**config.mk**
```make
export PLATFORM = sky130hd
export DESIGN_NAME = mem_stage
export DESIGN_NICKNAME = d
export VERILOG_FILES = /design/src/rtl/mem_stage.sv
export SDC_FILE = /design/constraint.sdc
export NUM_CORES = 1
export LEC_CHECK = 0
export ABC_AREA = 1
export BUFFER_PORTS_ARGS = -buffer_cell sky130_fd_sc_hd__clkbuf_2
export CELL_PAD_IN_SITES_DETAIL_PLACEMENT = 0
export CELL_PAD_IN_SITES_GLOBAL_PLACEMENT = 1
export CORE_AREA = 2 2 148 150
export DETAILED_ROUTE_END_ITERATION = 8
export DIE_AREA = 0 0 150 152
export GPL_ROUTABILITY_DRIVEN = 1
export PLACE_DENSITY_LB_ADDON = 0.1
export SLEW_MARGIN = 20
export SYNTH_ARGS = -nofsm -noshare
export SYNTH_HDL_FRONTEND = slang
export SYNTH_SLANG_ARGS = --single-unit
```
**constraint.sdc**
```tcl
create_clock -name CLK -period 1.7 [get_ports CLK]
set_input_delay 0.17 -clock CLK [delete_from_list [all_inputs] [get_ports CLK]]
set_output_delay 0.17 -clock CLK [all_outputs]
set_load 0.05 [all_outputs]
```
**src/rtl/mem_stage.sv**
```systemverilog
// mem_stage: memory-access stage of the pipelined MIPS core.
// Resolves branches and jumps, drives the dcache request and tracks LL/SC.
module mem_stage (
    input  logic        CLK,
    input  logic        RST,
    input  logic [31:0] pc_plus_4,
    input  logic [31:0] baddr,
    input  logic [31:0] jaddr,
    input  logic [31:0] portout,
    input  logic [31:0] rdat2,
    input  logic        zero,
    input  logic        Branch,
    input  logic        bne,
    input  logic        Jump,
    input  logic        JAL,
    input  logic        MemtoReg,
    input  logic        regWEN,
    input  logic        halt,
    input  logic        dREN,
    input  logic        dWEN,
    input  logic        datomic,
    input  logic [4:0]  wsel,
    input  logic        dhit,
    input  logic [31:0] dmemload,
    input  logic        snoop_valid,
    input  logic [31:0] snoop_addr,
    output logic        dmemREN,
    output logic        dmemWEN,
    output logic [31:0] dmemaddr,
    output logic [31:0] dmemstore,
    output logic        mem_stall,
    output logic        redirect,
    output logic [31:0] redirect_pc,
    output logic [31:0] wb_wdat,
    output logic [4:0]  wb_wsel,
    output logic        wb_regWEN,
    output logic        wb_halt
);
    typedef enum logic [1:0] {RUN, WAIT, HALT} state_t;

    state_t      state, state_n;
    logic        link_valid, redirect_done;
    logic [29:0] link_addr;
    logic        live, req, taken, sc, sc_ok;
    logic        ll_done, sc_done, st_clr, snoop_clr, snoop_new;
    logic        unused_snoop_lsb;

    assign unused_snoop_lsb = &{1'b0, snoop_addr[1:0]};

    // Reset gates the request combinationally so an in-flight miss is abandoned at once
    assign live      = (state != HALT) && !RST;
    assign sc        = dWEN && datomic;
    assign sc_ok     = link_valid && (link_addr == portout[31:2]);
    assign dmemREN   = dREN && live;
    assign dmemWEN   = dWEN && live && (!datomic || sc_ok);
    assign dmemaddr  = portout;
    assign dmemstore = rdat2;
    assign req       = dmemREN || dmemWEN;
    assign mem_stall = req && !dhit;

    assign taken       = Branch && (zero ^ bne);
    assign redirect_pc = taken ? baddr : jaddr;
    assign redirect    = (taken || Jump) && !redirect_done && (state != HALT);

    assign wb_wdat   = JAL ? pc_plus_4 : sc ? {31'b0, sc_ok} : MemtoReg ? dmemload : portout;
    assign wb_wsel   = JAL ? 5'd31 : wsel;
    assign wb_regWEN = regWEN && !mem_stall && (state != HALT);

    assign ll_done   = dmemREN && datomic && dhit;
    assign sc_done   = dmemWEN && datomic && dhit;
    assign st_clr    = dmemWEN && !datomic && dhit && (portout[31:2] == link_addr);
    assign snoop_clr = snoop_valid && (snoop_addr[31:2] == link_addr);
    assign snoop_new = snoop_valid && (snoop_addr[31:2] == portout[31:2]);

    always_comb begin
        state_n = state;
        if (state == WAIT)
            state_n = dhit ? RUN : WAIT;
        else if (state == RUN)
            state_n = (req && !dhit) ? WAIT : (halt && !req) ? HALT : RUN;
    end

    always_ff @(posedge CLK or posedge RST) begin
        if (RST) begin
            state         <= RUN;
            link_valid    <= 1'b0;
            link_addr     <= '0;
            redirect_done <= 1'b0;
            wb_halt       <= 1'b0;
        end else begin
            state <= state_n;
            if (state == RUN && halt && !req)
                wb_halt <= 1'b1;
            // A redirect taken under stall must not fire again while the stage is held
            if (redirect && mem_stall)
                redirect_done <= 1'b1;
            else if (!mem_stall)
                redirect_done <= 1'b0;
            // A snoop to the word being linked wins over the LL that links it
            if (ll_done) begin
                link_addr  <= portout[31:2];
                link_valid <= !snoop_new;
            end else if (snoop_clr || sc_done || st_clr) begin
                link_valid <= 1'b0;
            end
        end
    end
endmodule

```
==> results of run 1 <==
==> final timing paths <==
check,startpoint,end,slack (ns)
worst max-delay path,link_addr[5]$_DFFE_PP0P_,mem_stall,-0.44
worst min-delay path,RST,state[1]$_DFFE_PP0P_,0.03
worst max register to register,link_addr[5]$_DFFE_PP0P_,redirect_done$_DFFE_PP0P_,-0.18
worst min register to register,wb_halt$_DFFE_PP0P_,wb_halt$_DFFE_PP0P_,0.47
max in group asynchronous,RST,link_addr[3]$_DFFE_PP0P_,1.31
min in group CLK,dhit,link_valid$_DFFE_PP0P_,0.21
==> worst max-delay path, cell delays in order, from the launching register on <==
cell	delay [ns]
dfrtp_1	0.41
xnor2_2	0.27
nand2_1	0.10
nor2_2	0.10
nand2_2	0.08
nor2_4	0.12
nand3_2	0.10
nand2_2	0.09
nand2_2	0.06
nand2_2	0.10
nand2_2	0.06
inv_2	0.07
buf_12	0.13
==> state kept, by name, indices dropped and copies added (netlist names) <==
name / cells
link_addr: 30
link_valid: 1
redirect_done: 1
state: 2
wb_halt: 1
==> routing by layer <==
metal | share of wire (%) | wire length, µm | vias up | GRT usage [%]
met4 | 1.5 | 328 | 0 | 3.77
li1 | - | - | 2809 | -
met3 | 5.4 | 1190 | 18 | 3.21
met1 | 42 | 9260 | 2395 | 22.9
met2 | 51 | 11200 | 158 | 34.6
met5 | 0 | 0 | - | 0
==> layout by cell type (no fill, tap or decap), types with 5 or more instances in the layout <==
cell type  count
buf_12        23
buf_4         82
clkbuf_16      5
clkbuf_2     296
dfrtp_1       35
inv_1         57
nand2_1      260
nand2_2        7
nand3_1        8
nor2_1        66
nor2_2         8
o21ai_0       38
o21ai_1       18
o21ai_2       10
o22ai_1       16
o31ai_4       16
or2_2          5
xnor2_1       32
xor2_1        14
==> cell families (layout without fill, tap and decap cells) <==
group / after synthesis / in the layout / share of synthesized area, %
XOR/XNOR: 50 / 50 / 10.3
flip-flops: 35 / 35 / 20.6
buffers and inverters: 151 / 474 / 19.8
AO/OA/AOI/OAI: 104 / 104 / 14.7
AND/OR/NAND/NOR: 370 / 370 / 34.5
other: 0 / 1 / 0
==> power by group <==
group,internal [mW],total (mW),leakage (nW),switching (mW)
Sequential,0.847,0.857,0.408,0.00976
Combinational,0.717,2.08,3.43,1.37
Clock,0.730,1.12,0.0869,0.390
Total,2.29,4.06,3.92,1.77
==> metrics by stage <==
stage / worst slack [ns] / area, µm² / utilization, %
global route: -0.569 / 7080 / 33.2
detailed placement: -0.304 / 6790 / 31.8
CTS: -0.417 / 7030 / 32.9
finish: -0.444 / 7080 / 33.2
global placement: -0.312 / 6790 / 31.8
floorplan: -0.219 / 4470 / -
==> final cells by class <==
| type | instances | area, µm² |
|---|---|---|
| Multi-Input combinational cell | 524 | 2850 |
| Antenna cell | 1 | 2.50 |
| Fill cell | 2459 | 14300 |
| Tap cell | 280 | 350 |
| Timing Repair Buffer | 404 | 2590 |
| Clock inverter | 2 | 35.0 |
| Inverter | 62 | 235 |
| Clock buffer | 6 | 139 |
| Sequential cell | 35 | 876 |
==> repair_timing <==
| action | in CTS | in global routing |
|---|---|---|
| resized for setup | 16 | 14 |
| buffers inserted | 1 | 1 |
| setup endpoints to repair | 8 | 10 |
| pin swaps | 3 | 14 |
| endpoints found under the hold margin | 0 | 0 |
| hold buffers | 0 | 0 |
==> impl_metrics.json, run 1 <==
{
  "place_inst": 1304,
  "post_drt_via_cell_ratio": 4.09,
  "yosys-top-cells-area": "nand2_1 23%, dfrtp_1 21%, buf_4 12%, xnor2_1 7.4%, nor2_1 6.5%",
  "root_buffer": "clkbuf_16",
  "netlist.area_leader.share_pct": 23.4,
  "drtPass1Iterations": 4,
  "syn_inst": 710,
  "clkSlewWorstSetupHoldPaths_ns": 0.06,
  "tns_ns": -1.82,
  "syn_area_um2": 4240,
  "fmax_ghz": 0.466,
  "die_width_um": 150,
  "antenna_found_initial": 1,
  "crit_type": "flip-flop to primary output",
  "p_leak_nw": 3.92,
  "die_y_um": 152,
  "cp_data_required_time_ns": 1.53,
  "place_congestion": 0.828,
  "setup.worst_path.start_class": "flip-flop",
  "num_vias": 5380,
  "cts.sinks": 35,
  "drtIter0Drc": 186,
  "p_per_area_nw_per_um2": 574,
  "fin_hold_ws_ns": 0.0261,
  "grt_max_degree": 42,
  "violations": "negative setup slack",
  "synth.ff_latch_count": 35,
  "wl_per_cell_um": 16.7,
  "initial_core_util_pct": 19.9,
  "slew_headroom_pct": 64.9,
  "yosysTopAreaCell": "nand2_1",
  "htree_levels": 2,
  "finalWorstPathRequiredPeriod_ns": 2.14,
  "ys_warn_count": 0,
  "drc": 0,
  "drv_cap": 0,
  "io-pin-count": 383,
  "worst_slack_ns": -0.444,
  "power_mw": 4.06,
  "ant_nets": 0,
  "fp.dieArea_um2": 22800,
  "final_hold_viol_count": 0,
  "gr-total-overflow": 0,
  "finalSetupViolations": 6,
  "drt-total-wl_um": 21900,
  "end_kind": "primary output",
  "cts_tree": "built",
  "yosysMostFrequentCell": "nand2_1",
  "tightest_slew_ns": 0.527,
  "final_max_slew_viol_count": 0,
  "fin_cells": 1314,
  "hold_class": "primary input to async pin",
  "core-area_um2": 21400,
  "final_net_count": 1276,
  "hpwl_um": 19200,
  "cp_max_fo": 2,
  "synth_commonest_cells": "265 x nand2_1, 74 x nor2_1, 66 x buf_4",
  "syn_avg_cell_area_um2": 5.98,
  "crit_arrival_ns": 1.97,
  "clkLatencyLatePin_ns": 0.29,
  "drive_gt1_share_pct": 46.2,
  "vdd_drop_max_mv": 0.344,
  "rsz0062_at_grt": "true",
  "grt.total_usage_pct": 18.8,
  "numCtsBuffers": 5,
  "period_share_pct": 126,
  "synth-edff-count": 0,
  "syn_nets": 954,
  "grt_pass1_wl_um": 32400,
  "seq_area_frac_synth_pct": 20.6,
  "clock_skew_ns": 0.0123,
  "rows": 54,
  "status": "complete, but fails checks",
  "async_reset_ff_share_pct": 100,
  "max-clock-path-buffers": 2,
  "post_synth_num_cell_types": 32,
  "reg2reg_depth": 13,
  "grt_pass1_vias": 5351,
  "portBuffers": 316,
  "ys_dominant_reg_cell": "dfrtp_1",
  "syn2layout_area_growth_pct": 66.8
}
(Power assumes the default switching activity.)
==> run 2: changes to the inputs <==
==> constraint.sdc (replaced) <==
create_clock -name CLK -period 2.4 [get_ports CLK]
set_input_delay 0.24 -clock CLK [delete_from_list [all_inputs] [get_ports CLK]]
set_output_delay 0.24 -clock CLK [all_outputs]
set_load 0.05 [all_outputs]
==> run 2 against run 1 <==
The flow now finishes without violations. First-iteration DRC count is 43% higher. Clock-buffer cell count decreased by 1. Flip-flop and latch count unchanged. Register-to-register slack gained 0.85 ns. Die area unchanged. Final area down 12%. Largest power group unchanged. Routed wire length rose by 4.8%. Critical path type unchanged. Clock skew fell by 0.0021 ns. Sequential power is 29% lower.
==> impl_metrics.json, run 2 (synthesis results as in run 1) <==
{
  "status": "complete, no violations",
  "layout_commonest_cell": "clkbuf_2",
  "use_met1_pct": 25.1,
  "r2r_slack_ns": 0.67,
  "portBuffers": 316,
  "fin_cells": 1251,
  "final_hold_viol_count": 0,
  "drt-total-wl_um": 23000,
  "grt_pass1_wl_um": 32700,
  "cts.sinks": 35,
  "fp.dieArea_um2": 22800,
  "place_congestion": 0.827,
  "top_register": "link_addr",
  "cp_data_required_time_ns": 2.16,
  "clkLatencyLatePin_ns": 0.29,
  "grt.total_usage_pct": 19.3,
  "core-area_um2": 21400,
  "place_inst": 1241,
  "gr-total-overflow": 0,
  "slew_headroom_pct": 54.8,
  "crit_family": "simple AND/OR/NAND/NOR gates",
  "slowest_stage": "dfrtp_1",
  "crit_type": "flip-flop to primary output",
  "finalWorstPathRequiredPeriod_ns": 2.23,
  "path_buf_inv": 1,
  "r2r_end": "link_valid$_DFFE_PP0P_",
  "finalSetupViolations": 0,
  "vdd_drop_max_mv": 0.223,
  "final_net_count": 1214,
  "end_kind": "primary output",
  "path_cells": "xnor2_1 > nand2_1 > nor2_1 > nand2_1 > nor2_2 > and2_1 > a21oi_1 > o21ai_1 > buf_12",
  "tns_ns": 0,
  "period_share_pct": 93.0,
  "cp_max_fo": 3,
  "grt_util_met3_pct": 3.36,
  "io-pin-count": 383,
  "antenna_cells": 0,
  "drtPass1Iterations": 4,
  "design_area_um2": 6190,
  "numCtsBuffers": 5,
  "p_leak_nw": 3.50,
  "die_width_um": 150,
  "ant_nets": 0,
  "syn2layout_area_growth_pct": 46.0,
  "clkSlewWorstSetupHoldPaths_ns": 0.07,
  "grt_pass1_vias": 5187,
  "final_max_slew_viol_count": 0,
  "root_buffer": "clkbuf_16",
  "die_y_um": 152,
  "wl_per_cell_um": 18.4,
  "drv_cap": 0,
  "fillers": 2484,
  "htree_levels": 2,
  "antenna_found_initial": 0,
  "rsz0062_at_grt": "false",
  "initial_core_util_pct": 19.9,
  "largestRegisters": "link_addr x30, state x2",
  "busiest_layer": "met2",
  "num_vias": 5187,
  "rows": 54,
  "largest_reg_flops": 30,
  "setup.worst_path.start_class": "flip-flop",
  "tightest_slew_ns": 0.672,
  "critPathMostFrequentCell": "nand2_1",
  "drive_gt1_share_pct": 39.1,
  "hpwl_um": 19700,
  "drc": 0,
  "final_cell_mix": "298 x clkbuf_2, 265 x nand2_1, 69 x nor2_1",
  "reg2reg_depth": 9,
  "post_drt_via_cell_ratio": 4.15,
  "grt_max_degree": 46,
  "slowest_delay_ns": 0.41,
  "cts_tree": "built",
  "clock_skew_ns": 0.0102,
  "gr-usage-met2_pct": 33.5,
  "hold_class": "primary input to async pin",
  "crit_arrival_ns": 1.99,
  "drtIter0Drc": 266,
  "p_per_area_nw_per_um2": 431,
  "max-clock-path-buffers": 2,
  "dpl_cell_area_um2": 6010,
  "r2r-start": "state[1]$_DFFE_PP0P_",
  "fmax_ghz": 0.448
}
[run 2: cell count changes in the layout (fill, tap and decap cells not counted), sizes merged]
cell,before,now
buf,107,44
diode,1,0
clkinvlp,0,2
bufinv,1,0
[run 2: stage by stage]
| step | power (mW) | worst slack, ns | util, % | hold WS, ns |
|---|---|---|---|---|
| detailed placement | 2.01 | 0.312 | 28.1 | 0.425 |
| finish | 2.67 | 0.167 | 29.0 | 0.0895 |
| global placement | 2.02 | 0.302 | 28.1 | 0.428 |
| floorplan | 1.58 | 0.0333 | - | 0.357 |
| global route | 2.81 | 0.00878 | 29.0 | 0.132 |
| CTS | 2.71 | 0.00971 | 28.8 | 0.119 |
[run 2: worst reg2reg max path, delay by kind of cell (launching register included)]
kind / cells / cell delay [ns]
DFF: 1 / 0.40
and+or+nand+nor: 6 / 0.82
buffers and inverters: 2 / 0.37
AOI/OAI and AO/OA: 1 / 0.04
[run 2: how the worst max path moves through the flow]
| stage | from | end | slack, ns | cells past startpoint |
|---|---|---|---|---|
| 3_3_place_gp | link_addr[17]$_DFFE_PP0P_ | mem_stall | 0.30 | 12 |
| 2_1_floorplan | link_addr[26]$_DFFE_PP0P_ | wb_wdat[0] | 0.03 | 8 |
| 5_1_grt | link_addr[6]$_DFFE_PP0P_ | mem_stall | 0.009 | 13 |
| 3_5_place_dp | link_addr[17]$_DFFE_PP0P_ | mem_stall | 0.31 | 12 |
| 4_1_cts | link_addr[17]$_DFFE_PP0P_ | wb_wdat[0] | 0.01 | 9 |
| 6_report | link_addr[4]$_DFFE_PP0P_ | wb_wdat[0] | 0.17 | 9 |
[run 2: per-layer routing]
| metal | vias up | wire (µm) | part of all wire [%] |
|---|---|---|---|
| met2 | 188 | 11100 | 48 |
| li1 | 2682 | - | - |
| met4 | 0 | 329 | 1.4 |
| met5 | - | 0 | 0 |
| met1 | 2297 | 10200 | 44 |
| met3 | 20 | 1450 | 6.3 |
[run 2: what timing repair did]
item / 4_1_cts / 5_1_grt
endpoints found under the setup margin: 1 / 4
cloned: 0 / 0
buffers inserted: 0 / 2
endpoints found under the hold margin: 0 / 0
gates resized for setup: 1 / 11
hold buffers: 0 / 0
[run 2: cell type report]
cell class	instances	area, µm²	share of cell area, %
clock buffer	5	125	2.02
multi-input combinational	524	2550	41.2
tap	280	350	5.66
clock inverter	3	20.0	0.323
inverter	62	235	3.80
timing repair buffer	342	2040	32.9
sequential	35	876	14.1
[run 2: power breakdown]
group | leakage (nW) | switching [mW] | internal (mW)
logic | 3.03 | 0.940 | 0.441
registers | 0.408 | 0.0102 | 0.600
clock network | 0.0658 | 0.294 | 0.384
==> run 3: changes to the inputs <==
--- a/config.mk
+++ b/config.mk
@@ -14,6 +14,7 @@
 export DIE_AREA = 0 0 150 152
 export GPL_ROUTABILITY_DRIVEN = 1
 export PLACE_DENSITY_LB_ADDON = 0.1
+export SETUP_SLACK_MARGIN = 0.5
 export SLEW_MARGIN = 20
 export SYNTH_ARGS = -nofsm -noshare
 export SYNTH_HDL_FRONTEND = slang
==> run 3 against run 2 <==
Final area increased by 3.9%. Via count is 0.60% lower. Critical path type unchanged. Largest power group unchanged. Non-clock buffer count increased by 6. Sequential share of layout area shrank 0.49 points. Critical endpoint is now dmemWEN. Flip-flop and latch count unchanged. Core utilization increased by 1.1 points. Sequential power hardly changed. Clock power grew 5.9%.
==> impl_metrics.json, run 3 (synthesis results as in run 1) <==
{
  "design_area_um2": 6430,
  "syn2layout_area_growth_pct": 51.6,
  "final_net_count": 1220,
  "tns_ns": 0,
  "finalWorstPathRequiredPeriod_ns": 2.13,
  "crit_arrival_ns": 1.89,
  "cp_max_fo": 3,
  "r2r_slack_ns": 0.62,
  "drtIter0Drc": 226,
  "cts_tree": "built",
  "num_vias": 5156,
  "final_max_slew_viol_count": 0,
  "r2r_end": "wb_halt$_DFFE_PP0P_",
  "post_drt_via_cell_ratio": 4.10,
  "largestRegisters": "link_addr x30, state x2",
  "tightest_slew_ns": 0.540,
  "slowest_stage": "dfrtp_1",
  "period_share_pct": 88.6,
  "rows": 54,
  "setup.worst_path.start_class": "flip-flop",
  "wl_per_cell_um": 16.7,
  "cp_data_required_time_ns": 2.16,
  "die_width_um": 150,
  "rsz0062_at_grt": "true",
  "hold_class": "primary input to async pin",
  "top_register": "link_addr",
  "clkSlewWorstSetupHoldPaths_ns": 0.06,
  "grt.total_usage_pct": 17.8,
  "cts.sinks": 35,
  "path_cells": "inv_1 > nand2_1 > nand2_1 > nand2_1 > nor2_1 > nand2_1 > nor2_4 > nand3_1 > nand2_1 > nand2_2 > buf_4 > inv_2 > clkbuf_16",
  "slew_headroom_pct": 64.0,
  "fmax_ghz": 0.470,
  "grt_pass1_wl_um": 30500,
  "final_cell_mix": "299 x clkbuf_2, 263 x nand2_1, 67 x nor2_1",
  "max-clock-path-buffers": 2,
  "regArea_um2": 878,
  "grt_max_degree": 38,
  "io-pin-count": 383,
  "drtPass1Iterations": 4,
  "root_buffer": "clkbuf_16",
  "dpl_cell_area_um2": 6030,
  "status": "complete, no violations",
  "multi_input_area_um2": 2740,
  "p_per_area_nw_per_um2": 420,
  "fillers": 2466,
  "clkLatencyLatePin_ns": 0.30,
  "slowest_delay_ns": 0.39,
  "final_hold_viol_count": 0,
  "htree_levels": 2,
  "grt_pass1_vias": 4977,
  "ant_nets": 0,
  "antenna_cells": 0,
  "reg2reg_depth": 14,
  "clock_skew_ns": 0.00604,
  "post-route-util_pct": 30.1,
  "layout_commonest_cell": "clkbuf_2",
  "place_congestion": 0.795,
  "vdd_drop_max_mv": 0.224,
  "end_kind": "primary output",
  "finalSetupViolations": 0,
  "initial_core_util_pct": 19.9,
  "die_y_um": 152,
  "critPathMostFrequentCell": "nand2_1",
  "drv_cap": 0,
  "gr-total-overflow": 0,
  "power_mw": 2.70,
  "drive_gt1_share_pct": 43.4,
  "core-area_um2": 21400,
  "drc": 0,
  "r2r-start": "link_addr[29]$_DFFE_PP0P_",
  "antenna_found_initial": 0,
  "crit_type": "flip-flop to primary output",
  "holdBufCountCts": 0,
  "largest_reg_flops": 30,
  "hpwl_um": 17900,
  "fin_hold_ws_ns": 0.116,
  "drt-total-wl_um": 21000,
  "fp.dieArea_um2": 22800,
  "numCtsBuffers": 5,
  "p_leak_nw": 3.60,
  "portBuffers": 316
}
[run 3: how the worst max path moves through the flow]
| stage | start | end | slack [ns] | cells past startpoint |
|---|---|---|---|---|
| after floorplan | link_addr[26]$_DFFE_PP0P_ | wb_wdat[0] | 0.41 | 8 |
| after global placement | link_addr[9]$_DFFE_PP0P_ | mem_stall | 0.26 | 12 |
| after detailed placement | link_addr[9]$_DFFE_PP0P_ | mem_stall | 0.28 | 12 |
| after CTS | link_addr[9]$_DFFE_PP0P_ | wb_wdat[0] | 0.20 | 9 |
| after global routing | link_addr[7]$_DFFE_PP0P_ | dmemWEN | 0.17 | 10 |
| final | link_addr[29]$_DFFE_PP0P_ | dmemWEN | 0.27 | 13 |
[run 3: report_power, final]
part           internal (mW)  switching [mW]  total [mW]
clock network          0.443           0.275       0.718
registers              0.601          0.0109       0.611
logic                  0.444           0.926        1.37
[run 3: repair_timing]
action,in CTS,in global routing
endpoints found under the setup margin,4,7
pin swaps,4,13
buffers inserted,6,5
gates resized for setup,19,20
[run 3: metal layers]
layer	share of wire [%]	track usage, %
met3	6.1	2.79
met5	0	0
met4	0.83	3.50
met1	42	22.0
met2	51	32.3
[run 3: critical path: cells and delay by family, from the launching register on]
kind / cells / cell delay, ns
buffers and inverters: 4 / 0.47
flip-flops: 1 / 0.39
AND/OR/NAND/NOR: 9 / 0.73
[run 3: final cells by class]
class / instances / area share (%)
multi-input cells: 524 / 42.6
repair buffers: 348 / 32.2
flip-flops and latches: 35 / 13.7
well taps: 280 / 5.45
inverters: 62 / 3.66
clock buffers: 8 / 2.43
[run 3: stage by stage]
stage	setup slack (ns)	cells
6_report	0.274	1257
5_1_grt	0.170	1257
4_1_cts	0.201	1252
3_5_place_dp	0.284	1238
3_3_place_gp	0.260	1238
2_1_floorplan	0.411	710
